## src/rtl/mem_stage.sv

```systemverilog
// mem_stage -- memory access stage of the pipeline.
// Latches the EX/MEM operation. ALU ops write back one cycle later.
// Loads and stores run a request/acknowledge bus transaction.
// While that transaction is running, the stage stalls upstream.
// Ports:
//   clk, rst           clock, synchronous active-low reset
//   ex_*               operation from EX (ignored while BUSY)
//   mem_busy           stall request to IF/ID/EX
//   mem_err            one-cycle pulse when a bus access times out
//   wb_data/_write_reg/_reg_write   registered write-back
//   bus_req/we/addr/wdata/be        memory request, held until ack or abort
//   bus_ack/bus_rdata               single-cycle completion + read data
module mem_stage #(
  parameter int BUS_TIMEOUT = 8
) (
  input  logic        clk,
  input  logic        rst,
  input  logic [31:0] ex_result,
  input  logic [31:0] ex_mem_data,
  input  logic        ex_load_byte,
  input  logic        ex_reg_write,
  input  logic        ex_mem_read,
  input  logic        ex_mem_write,
  input  logic [4:0]  ex_write_reg,
  output logic        mem_busy,
  output logic        mem_err,
  output logic [31:0] wb_data,
  output logic [4:0]  wb_write_reg,
  output logic        wb_reg_write,
  output logic        bus_req,
  output logic        bus_we,
  output logic [31:0] bus_addr,
  output logic [31:0] bus_wdata,
  output logic [3:0]  bus_be,
  input  logic        bus_ack,
  input  logic [31:0] bus_rdata
);

  typedef enum logic {S_IDLE, S_BUSY} state_t;

  localparam logic [7:0] TMO_LAST = 8'(BUS_TIMEOUT - 1);

  state_t      r_state;
  logic [7:0]  r_cnt;
  // EX/MEM register
  logic [31:0] r_addr;
  logic [31:0] r_data;
  logic        r_byte;
  logic        r_rw;
  logic        r_rd;
  logic        r_wr;
  logic [4:0]  r_reg;

  logic        w_busy;
  logic        w_load;
  logic [1:0]  w_lane;
  logic [3:0]  w_be_byte;
  logic [31:0] w_shift;
  logic [7:0]  w_rbyte;
  logic [31:0] w_load_data;

  assign w_busy    = (r_state == S_BUSY);
  // A write wins when read and write are both set.
  assign w_load    = r_rd & ~r_wr;
  assign w_lane    = r_addr[1:0];
  assign w_be_byte = 4'b0001 << w_lane;
  assign w_shift   = bus_rdata >> {w_lane, 3'b000};
  assign w_rbyte   = w_shift[7:0];
  assign w_load_data = r_byte ? {{24{w_rbyte[7]}}, w_rbyte} : bus_rdata;

  assign mem_busy  = w_busy;
  assign bus_req   = w_busy;
  // Bus fields are held at zero outside a transaction.
  // Because of this, reset leaves every output at zero.
  assign bus_we    = w_busy & r_wr;
  assign bus_addr  = w_busy ? {r_addr[31:2], 2'b00} : 32'h0;
  assign bus_be    = w_busy ? (r_byte ? w_be_byte : 4'b1111) : 4'b0000;
  assign bus_wdata = (w_busy & r_wr) ? (r_byte ? {4{r_data[7:0]}} : r_data) : 32'h0;

  always_ff @(posedge clk) begin
    if (!rst) begin
      r_state      <= S_IDLE;
      r_cnt        <= '0;
      r_addr       <= '0;
      r_data       <= '0;
      r_byte       <= 1'b0;
      r_rw         <= 1'b0;
      r_rd         <= 1'b0;
      r_wr         <= 1'b0;
      r_reg        <= '0;
      wb_data      <= '0;
      wb_write_reg <= '0;
      wb_reg_write <= 1'b0;
      mem_err      <= 1'b0;
    end else begin
      mem_err <= 1'b0;
      case (r_state)
        S_IDLE: begin
          r_addr <= ex_result;
          r_data <= ex_mem_data;
          r_byte <= ex_load_byte;
          r_rw   <= ex_reg_write;
          r_rd   <= ex_mem_read;
          r_wr   <= ex_mem_write;
          r_reg  <= ex_write_reg;
          if (ex_mem_read | ex_mem_write) begin
            r_state      <= S_BUSY;
            r_cnt        <= '0;
            wb_reg_write <= 1'b0;
          end else begin
            wb_data      <= ex_result;
            wb_write_reg <= ex_write_reg;
            wb_reg_write <= ex_reg_write;
          end
        end
        S_BUSY: begin
          // ex_* inputs are not sampled here; upstream holds the next op.
          // That op is latched on the first IDLE edge, without a bubble.
          if (bus_ack) begin
            r_state <= S_IDLE;
            if (w_load) begin
              wb_data      <= w_load_data;
              wb_write_reg <= r_reg;
              wb_reg_write <= r_rw;
            end else begin
              wb_reg_write <= 1'b0;
            end
          end else if (r_cnt == TMO_LAST) begin
            r_state      <= S_IDLE;
            mem_err      <= 1'b1;
            wb_reg_write <= 1'b0;
          end else begin
            r_cnt        <= r_cnt + 8'd1;
            wb_reg_write <= 1'b0;
          end
        end
        default: r_state <= S_IDLE;
      endcase
    end
  end

endmodule

```

## config.mk

```make
export PLATFORM = sky130hd
export DESIGN_NAME = mem_stage
export DESIGN_NICKNAME = d
export VERILOG_FILES = /design/src/rtl/mem_stage.sv
export SDC_FILE = /design/constraint.sdc
export NUM_CORES = 1
export LEC_CHECK = 0
export BUFFER_PORTS_ARGS = -buffer_cell sky130_fd_sc_hd__buf_2
export CORE_ASPECT_RATIO = 1.4
export CORE_MARGIN = 5
export CORE_UTILIZATION = 27
export DETAILED_ROUTE_END_ITERATION = 16
export PLACE_DENSITY = 0.53
export SLEW_MARGIN = 15
export SYNTH_ARGS = -nofsm -noshare
export SYNTH_HDL_FRONTEND = slang
export SYNTH_SLANG_ARGS = --single-unit
```

## constraint.sdc

```tcl
create_clock -name clk -period 1.83 [get_ports clk]
set_clock_uncertainty 0.2 [all_clocks]
set_input_delay 0.0915 -clock clk [delete_from_list [all_inputs] [get_ports clk]]
set_output_delay 0.0915 -clock clk [all_outputs]
set_load 0.02 [all_outputs]
```

; ---- Word-level counts from Yosys, hierarchy flattened
; Index checks and enable logic that the tools add are counted.
[totals]
register_bits = 121
inputBits = 108
out_inout_bits = 110
wordCells = 59
[classes]
n_addsub = 1
eq_ne = 7
shifts = 2
mux = 27
n_bitwise = 6
n_reduce_logical = 3
[op_table]
columns = cell, count
row1 = $mux 32, 7
row2 = $pmux 32 s2, 1
row3 = $shr 32x5->8, 1
row4 = $mux 8, 3
row5 = $pmux 8 s2, 1
row6 = $mux 5, 3
row7 = $ne 2x2->1 const B, 5
row8 = $pmux 5 s2, 1
row9 = $add 8x1->8 const B, 1
row10 = $eq 8x3->1 const B, 1
row11 = $mux 4, 2
row12 = $mux 1, 7
row13 = $reduce_and 3->1, 2
row14 = $pmux 1 s2, 2
row15 = $shl 1x2->4 const A, 1
row16 = $not 1->1, 3
row17 = $reduce_or 3->1, 1
row18 = $and 1x1->1, 2
row19 = $ne 2x1->1 const B, 1
row20 = $or 1x1->1, 1

; ---- Logic depth before layout (Yosys ltp)
; Gate-level depths: netlist of run 1.
[logic_depth]
ltp_word = 5
ltp_mapped = 6
ltp_nobuf = 4

; ---- Least setup slack after synthesis of run 1
; OpenSTA, ideal clock, no wires.
[synth_path]
path_kind = register to output
start = register r_state, in the netlist bus_req
end = output bus_wdata[22]
arrival_time_ps = 1678
slack_ps = -139
path_stages_with_launch = 7
n_path_buf = 4
cell_sequence = dfxtp_1 > buf_4 > buf_6 > buf_6 > nand2_1 > buf_2 > a21oi_1
[synth_via]
elab_chain_cells = 2
[synth_rtl]
columns = element, line_no
row1 = "start, declared", 43  ; state_t r_state;
row2 = "start signal, assigned", 82  ; r_state <= S_IDLE;
row3 = "start signal, assigned", 107  ; r_state <= S_BUSY;
row4 = "start signal, assigned", 120  ; r_state <= S_IDLE;
row5 = $and 1x1->1, 78  ; assign bus_wdata = (w_busy & r_wr) ? (r_byte ? {4{r_data[7:0]}} : r_data) : 32'h0;
row6 = $mux 32, 78
row7 = "end, declared", 33  ; output logic [31:0] bus_wdata,
; No other way between the ends.

; ---- Worst setup path after layout of run 1
[layout_path]
start = register r_state, in the netlist bus_req
end = register wb_data[28]
[layout_via]
elab_chain_cells = 3
[layout_rtl]
columns = element, line_no
row1 = $not 1->1 (no source line), --
row2 = $ne 2x2->1 (no source line), --
row3 = $reduce_and 3->1 (no source line), --
row4 = "end signal, assigned", 111  ; wb_data <= ex_result;
row5 = "end signal, assigned", 122  ; wb_data <= w_load_data;
row6 = "end, declared", 27  ; output logic [31:0] wb_data,
; Several ways; a longest one is shown, not always the timed one.
; A chain may end at the register's enable or synchronous reset.

==> results by group, run 1 <==
Status
  • Status: finished with violations
  • Failing checks: setup timing

Drt
  • Average wire per standard cell: around 18 um
  • Drt pass-1 iters: 4
  • Remaining antenna violation count: 0
  • Via density: about 4.7
  • Initial DRC count: 225
  • Via count: 5602
  • DRC: 0
  • Total routed wirelength: 21400 um

STA
  • Unrepaired setup endpoints after global routing: yes
  • Max-slew violations: 0
  • Hold violation total from the final report: 0
  • # setup viols final: 14
  • Slew HR: 0.564
  • Post-route setup slack: -16.3 ps
  • Period Utilization, post-route: 1.01
  • Post-route minimum period: 1850 ps
  • Tightest Pin Transition: 653 ps
  • Setup tns final: -108 ps
  • Fmax: 542 MHz

Job
  • MaxCap Viol Count: 0

Clock tree
  • CTS Buf Count: 17
  • H-tree levels: 4
  • Number of buffers on the longest clock path: 2
  • Clk pin slew, worst setup/hold paths: around 60 ps
  • CTS tree: done
  • Root Buffer: clkbuf_16
  • Clk_lat worst skew: 420 ps
  • Clk sink count: 121

Logic synthesis
  • Largest cells by area after synthesis: dfxtp_1, mux2i_1, nor2b_1
  • Yosys top cell by area: dfxtp_1
  • Synth cell types: 44
  • Synthesized area per cell: about 9.7 um2
  • Top-area cell type share of the netlist area: 0.428
  • Sequential element share of the synthesized area: 0.428
  • Post-Syn Area: 5660 um2
  • Gate Count Post-Synth: 585
  • FF+latch count, synth: 121
  • Synth warnings: 0

Pwr
  • Design Power: approximately 0.0078 W
  • Maximum vdd ir drop: ~530 uV
  • Static leakage: ~4.3 nW
  • Cell Pwr Density: 831 nW/um2

Die
  • Initial Util: 0.275
  • Row count: just over 60
  • Die area: 24000 um2
  • Die X-Extent: about 130 um
  • Total core area: 20600 um2
  • Io pins: 218
  • Die Y: 181 um

Critical path
  • CP max stage delay: 350 ps
  • CP max-delay cell: dfxtp_4
  • Setup CP Type: flip-flop to flip-flop
  • Worst-path fanout max: 19
  • CP startpoint kind: flip-flop
  • Arr. time, crit path: slightly below 2000 ps
  • FF-to-FF setup slack: -20 ps
  • Crit. End Element: flip-flop
  • Worst EP required: 1940 ps
  • Cell Chain, Critical Path: buf_12 > bufbuf_16 > and2_4 > o2bb2ai_4 > clkbuf_16 > o221a_1
  • Worst r2r src: bus_req
  • Path depth of the worst reg2reg path: 6
  • Reg2reg end: wb_data[28]

Global route
  • GRT overflow: 0
  • Largest net degree at the start of global routing: 43
  • First-pass GRT wire length: 32500 um
  • Vias in the first global route: around 5800
  • Initial antenna violation count: 0
  • All-layer global routing usage: 0.167

Placed design
  • Placed Cells: 1028
  • Pre-CTS setup slack: -74.6 ps
  • Dpl hpwl: roughly 14000 um
  • RePlAce Congestion: 0.808
  • IO Port Bufs: 215

Cells and area
  • Layout cell share with drive strength beyond 1: 0.375
  • Fin cells: 1182
  • Layout Nets: 1025
  • Antenna cells: 0
  • Synth-to-layout area growth: 64.8%
  • Top flop regs: r_addr x32, r_data x32, wb_data x32

Hold path
  • Hold Crit Class: input pin to flip-flop
  • Worst Hold Endpoint: r_data[0]
  • Hold depth: 4
  • Worst Hold Launch: ex_mem_data[0]
report_power, final:
group          switching (W)  internal, W  total, W
clock network        0.00128      0.00191   0.00319
registers          0.0000974      0.00283   0.00292
logic               0.000804     0.000835   0.00164
Yosys cell counts (all sizes together):
cell,instances
a211o,7
a211oi,1
a21boi,4
a21o,25
a21oi,39
a311oi,1
a31oi,14
and2,34
and3,8
and4,1
and4b,1
and4bb,1
buf,24
clkbuf,28
conb,1
dfxtp,121
ha,2
inv,6
mux2i,48
mux4,1
nand2,19
nand2b,28
nand3,4
nand3b,1
nand4b,2
nor2b,72
nor3,4
o211a,5
o21a,34
o21ai,7
o21bai,1
o221a,25
o2bb2ai,1
o31ai,10
or2,1
or3,1
or4,3
worst max-delay path: cells and delay by family, from the launching register on:
kind,cells,cell delay [ps]
AOI/OAI and AO/OA,2,390
DFF,1,350
and+or+nand+nor,1,150
buffers and inverters,3,640
worst max-delay path by stage:
stage / startpoint / to / slack, ps / depth (start not counted)
3_3_place_gp: bus_req / wb_data[21] / -20 / 3
3_5_place_dp: bus_req / wb_data[19] / -70 / 3
2_1_floorplan: bus_req / bus_wdata[12] / 60 / 6
6_report: bus_req / wb_data[28] / -20 / 6
4_1_cts: bus_req / wb_data[24] / -80 / 3
5_1_grt: bus_req / bus_addr[5] / -50 / 5
layer usage:
| layer | global-route usage | share of wire |
|---|---|---|
| met1 | 0.193 | 0.40 |
| met5 | 0 | 0 |
| met3 | 0.0428 | 0.062 |
| met2 | 0.298 | 0.52 |
| met4 | 0.0583 | 0.021 |
layout make-up:
class | count | area [um2]
clock buffer | 18 | 439
clock inverter | 12 | 119
fill | 1968 | 11200
inverter | 6 | 26.3
multi-input combinational | 407 | 3130
sequential | 121 | 2430
tap | 256 | 320
timing repair buffer | 362 | 2860
stage by stage:
step           instance area (um2)  utilization  hold slack (ps)
2_1_floorplan                 5730            -             47.1
3_3_place_gp                  7140        0.347              147
3_5_place_dp                  7140        0.347              151
4_1_cts                       8950        0.436              257
5_1_grt                       9330        0.454              293
6_report                      9330        0.454              278
timing repair:
item                                   in CTS  in global routing
hold buffers                              107                  0
setup buffers                               0                  8
endpoints found under the hold margin     121                  0
gates resized for setup                    24                 60
setup endpoints to repair                  85                 87
pin swaps                                   0                  2
cloned                                      3                  6
placed cells by master (no fill, tap or decap), types with 8 or more instances in the layout:
cell type,count
a21o_1,25
a21oi_1,17
a21oi_2,22
a31oi_1,14
and2_1,24
and2_4,10
and3_1,8
buf_12,8
buf_2,179
buf_4,53
clkbuf_16,22
dfxtp_1,116
dlygate4sd3_1,107
mux2i_1,48
nand2_1,11
nand2b_1,28
nor2b_1,71
o21a_1,34
o221a_1,20
o31ai_1,10
logic make-up after synthesis:
| family | Yosys count | share of synthesized area |
|---|---|---|
| buf+inv | 58 | 0.0500 |
| other cells | 1 | 0.000663 |
| mux | 49 | 0.0889 |
| fa+ha+maj | 2 | 0.00442 |
| flops | 121 | 0.428 |
| simple gates | 180 | 0.197 |
| compound gates | 174 | 0.231 |
Power figures use the tool's default switching activity.
==> inputs of run 2 (changes only) <==
CORE_MARGIN = 4   (was 5)
==> run 2 against run 1 <==
Compared with the run above:
- the run now ends clean
- via count decreased by 3.0%
- critical path type is now flip-flop to output port
- design area decreased by 2.7%
- combinational power decreased by 7%
- total power increased by 1.5%
- core utilization decreased by 1.2 points
- first-iteration DRC count decreased by 28%
- register-to-register slack improved by 70 ps
- sequential cell count unchanged
- routed wire length decreased by 6.9%
- fmax increased by 2.5%
==> results by group, run 2 (synthesized netlist as in run 1, its figures left out) <==
Die
  • Row count: 62
  • Die area: 23400 um2
  • Initial Util: 0.275
  • Die Y: 179 um
  • Total core area: approximately 21000 um2
  • Die X-Extent: around 130 um
  • Io pins: 218

Cells and area
  • Most common cell after layout, fill and taps aside: buf_2
  • Layout fillers: 1981
  • Layout Nets: 1012
  • Antenna cells: 0
  • Fin cells: ~1200
  • Synth-to-layout area growth: 60.4%
  • Final instance area: 9080 um2
  • Most frequent cells in the layout: buf_2, dfxtp_1, dlygate4sd3_1, nor2b_1, mux2i_1
  • Top flop regs: r_addr x32, r_data x32, wb_data x32
  • Multi-input logic area: 3080 um2
  • Layout cell share with drive strength beyond 1: 0.346
  • Register area: ~2400 um2
  • Post-layout util: 0.442

Critical path
  • Arr. time, crit path: 1510 ps
  • Path depth of the worst reg2reg path: 5
  • Worst-path fanout max: 19
  • CP startpoint kind: flip-flop
  • Worst EP required: roughly 1500 ps
  • Crit. End Element: output port
  • Worst r2r src: bus_req
  • Reg2reg end: wb_data[22]
  • Setup CP Type: flip-flop to output port
  • Setup crit start: r_byte
  • FF-to-FF setup slack: 50 ps

Pwr
  • Maximum vdd ir drop: ~570 uV
  • Cell Pwr Density: just under 900 nW/um2
  • Static leakage: 4.17 nW

Global route
  • Largest net degree at the start of global routing: 54
  • All-layer global routing usage: 0.163
  • Vias in the first global route: between 5000 and 6000
  • Initial antenna violation count: 0
  • GRT overflow: 0
  • First-pass GRT wire length: 29600 um

STA
  • Fmax: 555 MHz
  • Unrepaired setup endpoints after global routing: yes
  • Period Utilization, post-route: 0.984
  • Tightest Pin Transition: 661 ps
  • Slew HR: 0.559
  • Post-route setup slack: 28.6 ps
  • # setup viols final: 0
  • Post-route minimum period: ~1800 ps
  • Max-slew violations: 0
  • Setup tns final: 0 ps
  • Hold violation total from the final report: 0

Placed design
  • Placed Area: 7100 um2
  • RePlAce Congestion: 0.785
  • IO Port Bufs: roughly 220
  • Placed Cells: between 1000 and 1500
  • Pre-CTS setup slack: -95.7 ps
  • Dpl hpwl: 13600 um

Drt
  • Remaining antenna violation count: 0
  • Via density: roughly 4.6
  • Drt pass-1 iters: 6
  • Initial DRC count: 162
  • Via count: 5432
  • DRC: 0
  • Total routed wirelength: 19900 um
  • Average wire per standard cell: 17.0 um

Hold path
  • Worst Hold Endpoint: r_cnt[7]
  • Hold depth: 2
  • Hold Crit Class: flip-flop to flip-flop
  • Worst Hold Launch: r_cnt[7]

Clock tree
  • Number of buffers on the longest clock path: 2
  • Clk pin slew, worst setup/hold paths: around 60 ps
  • H-tree levels: 4
  • Root Buffer: clkbuf_16
  • Clk_lat worst skew: around 400 ps
  • CTS tree: done
  • CTS Buf Count: 17
  • Clk sink count: 121

Job
  • MaxCap Viol Count: 0

Status
  • Status: completed
run 2: cell types whose count changed in the layout (fill, tap and decap cells not counted), moves of 3 or more:
| cell | before | now |
|---|---|---|
| buf_2 | 179 | 201 |
| and2_4 | 10 | 0 |
| and2_1 | 24 | 34 |
| nand2_2 | 7 | 4 |
| nand2_1 | 11 | 14 |
| buf_4 | 53 | 24 |
run 2: routing by layer:
metal  wire (um)  up-vias  track usage  part of all wire
met2        9990      216        0.296              0.50
met3        1320       25       0.0444             0.067
li1            -     2728            -                 -
met5           0        -            0                 0
met4         407        0       0.0545             0.020
met1        8150     2463        0.182              0.41
run 2: worst max path at each step:
stage / cells past startpoint / end
6_report: 4 / bus_wdata[31]
5_1_grt: 4 / bus_wdata[17]
4_1_cts: 5 / bus_wdata[31]
3_5_place_dp: 3 / wb_data[27]
3_3_place_gp: 3 / wb_data[21]
2_1_floorplan: 6 / bus_wdata[12]
run 2: worst max-delay path, stage by stage (launching register included):
cell     delay (ps)
dfxtp_4         410
buf_12          170
nand2_1         140
a21oi_1         200
buf_4           170
run 2: timing repair:
| item | in CTS | in global routing |
|---|---|---|
| endpoints found under the hold margin | 116 | 0 |
| gates cloned | 2 | 3 |
| resized for setup | 33 | 9 |
| endpoints found under the setup margin | 86 | 67 |
| hold buffers | 107 | 0 |
| buffers inserted | 0 | 3 |
run 2: layout make-up:
class / instances / share of cell area
multi-input combinational: 407 / 0.339
tap: 256 / 0.0353
clock inverter: 13 / 0.0186
inverter: 6 / 0.00248
clock buffer: 19 / 0.0477
timing repair buffer: 349 / 0.289
sequential: 121 / 0.268
run 2: through the flow:
step,hold slack [ps],power [W]
2_1_floorplan,47.1,0.00376
3_3_place_gp,144,0.00420
3_5_place_dp,155,0.00420
4_1_cts,268,0.00793
5_1_grt,295,0.00821
6_report,273,0.00787
run 2: where the power goes:
group	total [W]	internal [W]	switching, W
sequential	0.00292	0.00283	0.0000941
combinational	0.00153	0.000760	0.000766
clock	0.00342	0.00215	0.00127
total	0.00787	0.00574	0.00213
==> inputs of run 3 (changes only) <==
BUFFER_PORTS_ARGS = unset   (was -buffer_cell sky130_fd_sc_hd__buf_2)
DONT_BUFFER_PORTS = 1   (was unset)
PLACE_DENSITY = 0.44   (was 0.53)
==> run 3 against run 2 <==
Compared with the run above:
- sequential power increased by 4%
- the run now ends with hold timing left
- largest cell class unchanged
- die area unchanged
- design area decreased by 12%
==> results by group, run 3 (synthesized netlist as in run 1, its figures left out) <==
Status
  • Status: finished with violations
  • Failing checks: hold timing

Placed design
  • Dpl hpwl: 13900 um
  • Placed Cells: slightly below 900
  • Placed Area: 6470 um2
  • RePlAce Congestion: 0.804
  • IO Port Bufs: 0
  • Pre-CTS setup slack: -95.8 ps

Drt
  • Total routed wirelength: 19900 um
  • Average wire per standard cell: between 20 and 25 um
  • DRC: 0
  • Initial DRC count: between 100 and 150
  • Remaining antenna violation count: 0
  • Via count: 4837
  • Via density: 4.99
  • Drt pass-1 iters: 4

Pwr
  • Maximum vdd ir drop: 629 uV
  • Cell Pwr Density: 971 nW/um2
  • Static leakage: between 3 and 4 nW

Die
  • Initial Util: 0.275
  • Row count: 62
  • Die Y: between 150 and 200 um
  • Io pins: 218
  • Total core area: 20600 um2
  • Die X-Extent: about 130 um
  • Die area: about 23000 um2

Clock tree
  • CTS tree: done
  • Number of buffers on the longest clock path: 2
  • Root Buffer: clkbuf_16
  • CTS Buf Count: 17
  • Clk sink count: approximately 120
  • H-tree levels: 4
  • Clk_lat worst skew: about 400 ps
  • Clk pin slew, worst setup/hold paths: 60 ps

Global route
  • GRT overflow: 0
  • Largest net degree at the start of global routing: 121
  • First-pass GRT wire length: 28500 um
  • Vias in the first global route: 4900
  • Met3 Usage GRT: 0.0650
  • Initial antenna violation count: 0
  • GR peak layer: met2
  • Met2 Use GR: 0.299
  • M1 GR Usage: 0.162
  • All-layer global routing usage: 0.162

STA
  • Tightest Pin Transition: slightly above 600 ps
  • Hold violation total from the final report: 116
  • Fmax: 555 MHz
  • Hold_ws: -372 ps
  • Post-route minimum period: between 1500 and 2000 ps
  • Post-route setup slack: 28.7 ps
  • # setup viols final: 0
  • Period Utilization, post-route: 0.984
  • Slew HR: 0.591
  • Max-slew violations: 0
  • Unrepaired setup endpoints after global routing: yes

Critical path
  • Worst EP required: 1540 ps
  • Cell Chain, Critical Path: buf_12 > and3_1
  • Arr. time, crit path: between 1500 and 2000 ps
  • Crit-path leading delay family: flip-flops
  • Crit. End Element: output port
  • CP max-delay cell: dfxtp_4
  • Setup CP Type: flip-flop to output port
  • CP max stage delay: around 400 ps
  • Worst-path fanout max: 49
  • Crit path buf inv count: 1
  • CP startpoint kind: flip-flop

Cells and area
  • Layout fillers: slightly above 2000
  • Top flop regs: r_addr x32, r_data x32, wb_data x32
  • Layout cell share with drive strength beyond 1: 0.251
  • Synth-to-layout area growth: 41.4%
  • Antenna cells: 0
  • Fin cells: roughly 970
  • Layout Nets: 810
  • Final instance area: approximately 8000 um2
  • Most frequent cells in the layout: dfxtp_1, nor2b_1, buf_4, dlygate4sd3_1, mux2i_1
  • Most common cell after layout, fill and taps aside: dfxtp_1

Job
  • MaxCap Viol Count: 0

Hold path
  • Hold Crit Class: input pin to flip-flop
run 3: cell count changes in the layout (fill, tap and decap cells not counted), sizes merged:
cell          change
nand2             +1
inv               -1
bufbuf            -1
clkbuf            -1
bufinv            +1
clkinvlp          -1
clkinv            +1
dlymetal6s4s      +1
dlygate4sd3      -54
buf             -148
run 3: metal layers:
metal / part of all wire / up-vias
met2: 0.52 / 205
met1: 0.36 / 2283
met3: 0.087 / 33
met5: 0 / -
met4: 0.029 / 0
li1: - / 2316
run 3: path summary, 6_finish.rpt:
path,startpoint,end,slack [ps],cells after the start
worst max register to register,bus_req,wb_reg_write,40,5
worst min register to register,r_cnt[7],r_cnt[7],280,2
worst max-delay path,bus_req,bus_wdata[2],30,2
worst min-delay path,rst,r_addr[21],-370,1
run 3: per-stage QoR:
step / util / total power, W / TNS [ps]
2_1_floorplan: - / 0.00376 / 0
3_3_place_gp: 0.315 / 0.00399 / -17.3
3_5_place_dp: 0.315 / 0.00402 / -1720
4_1_cts: 0.371 / 0.00781 / -39.0
5_1_grt: 0.389 / 0.00810 / -621
6_report: 0.389 / 0.00777 / 0
run 3: where the power goes:
| part | switching (W) | internal, W |
|---|---|---|
| clock | 0.00131 | 0.00230 |
| sequential | 0.000207 | 0.00283 |
| combinational | 0.000556 | 0.000573 |
run 3: timing repair:
action,CTS,global route
pin swaps,2,1
endpoints found under the setup margin,86,42
hold buffers,39,15
gates resized for setup,14,38
setup buffers,4,2
endpoints found under the hold margin,121,116
gates cloned,2,4
run 3: layout make-up:
cell class	instances	area, um2	area share
Tap cell	256	320	0.0401
Sequential cell	121	2430	0.304
Multi-Input combinational cell	408	3140	0.392
Clock inverter	13	193	0.0241
Clock buffer	19	433	0.0541
Inverter	6	26.3	0.00329
Timing Repair Buffer	146	1450	0.182
run 3: worst register-to-register path, cell delays in order (launching register included):
cell	delay (ps)
dfxtp_4	400
buf_6	160
nand2b_1	130
nor3_1	50
o21a_1	190
dlygate4sd3_1	550
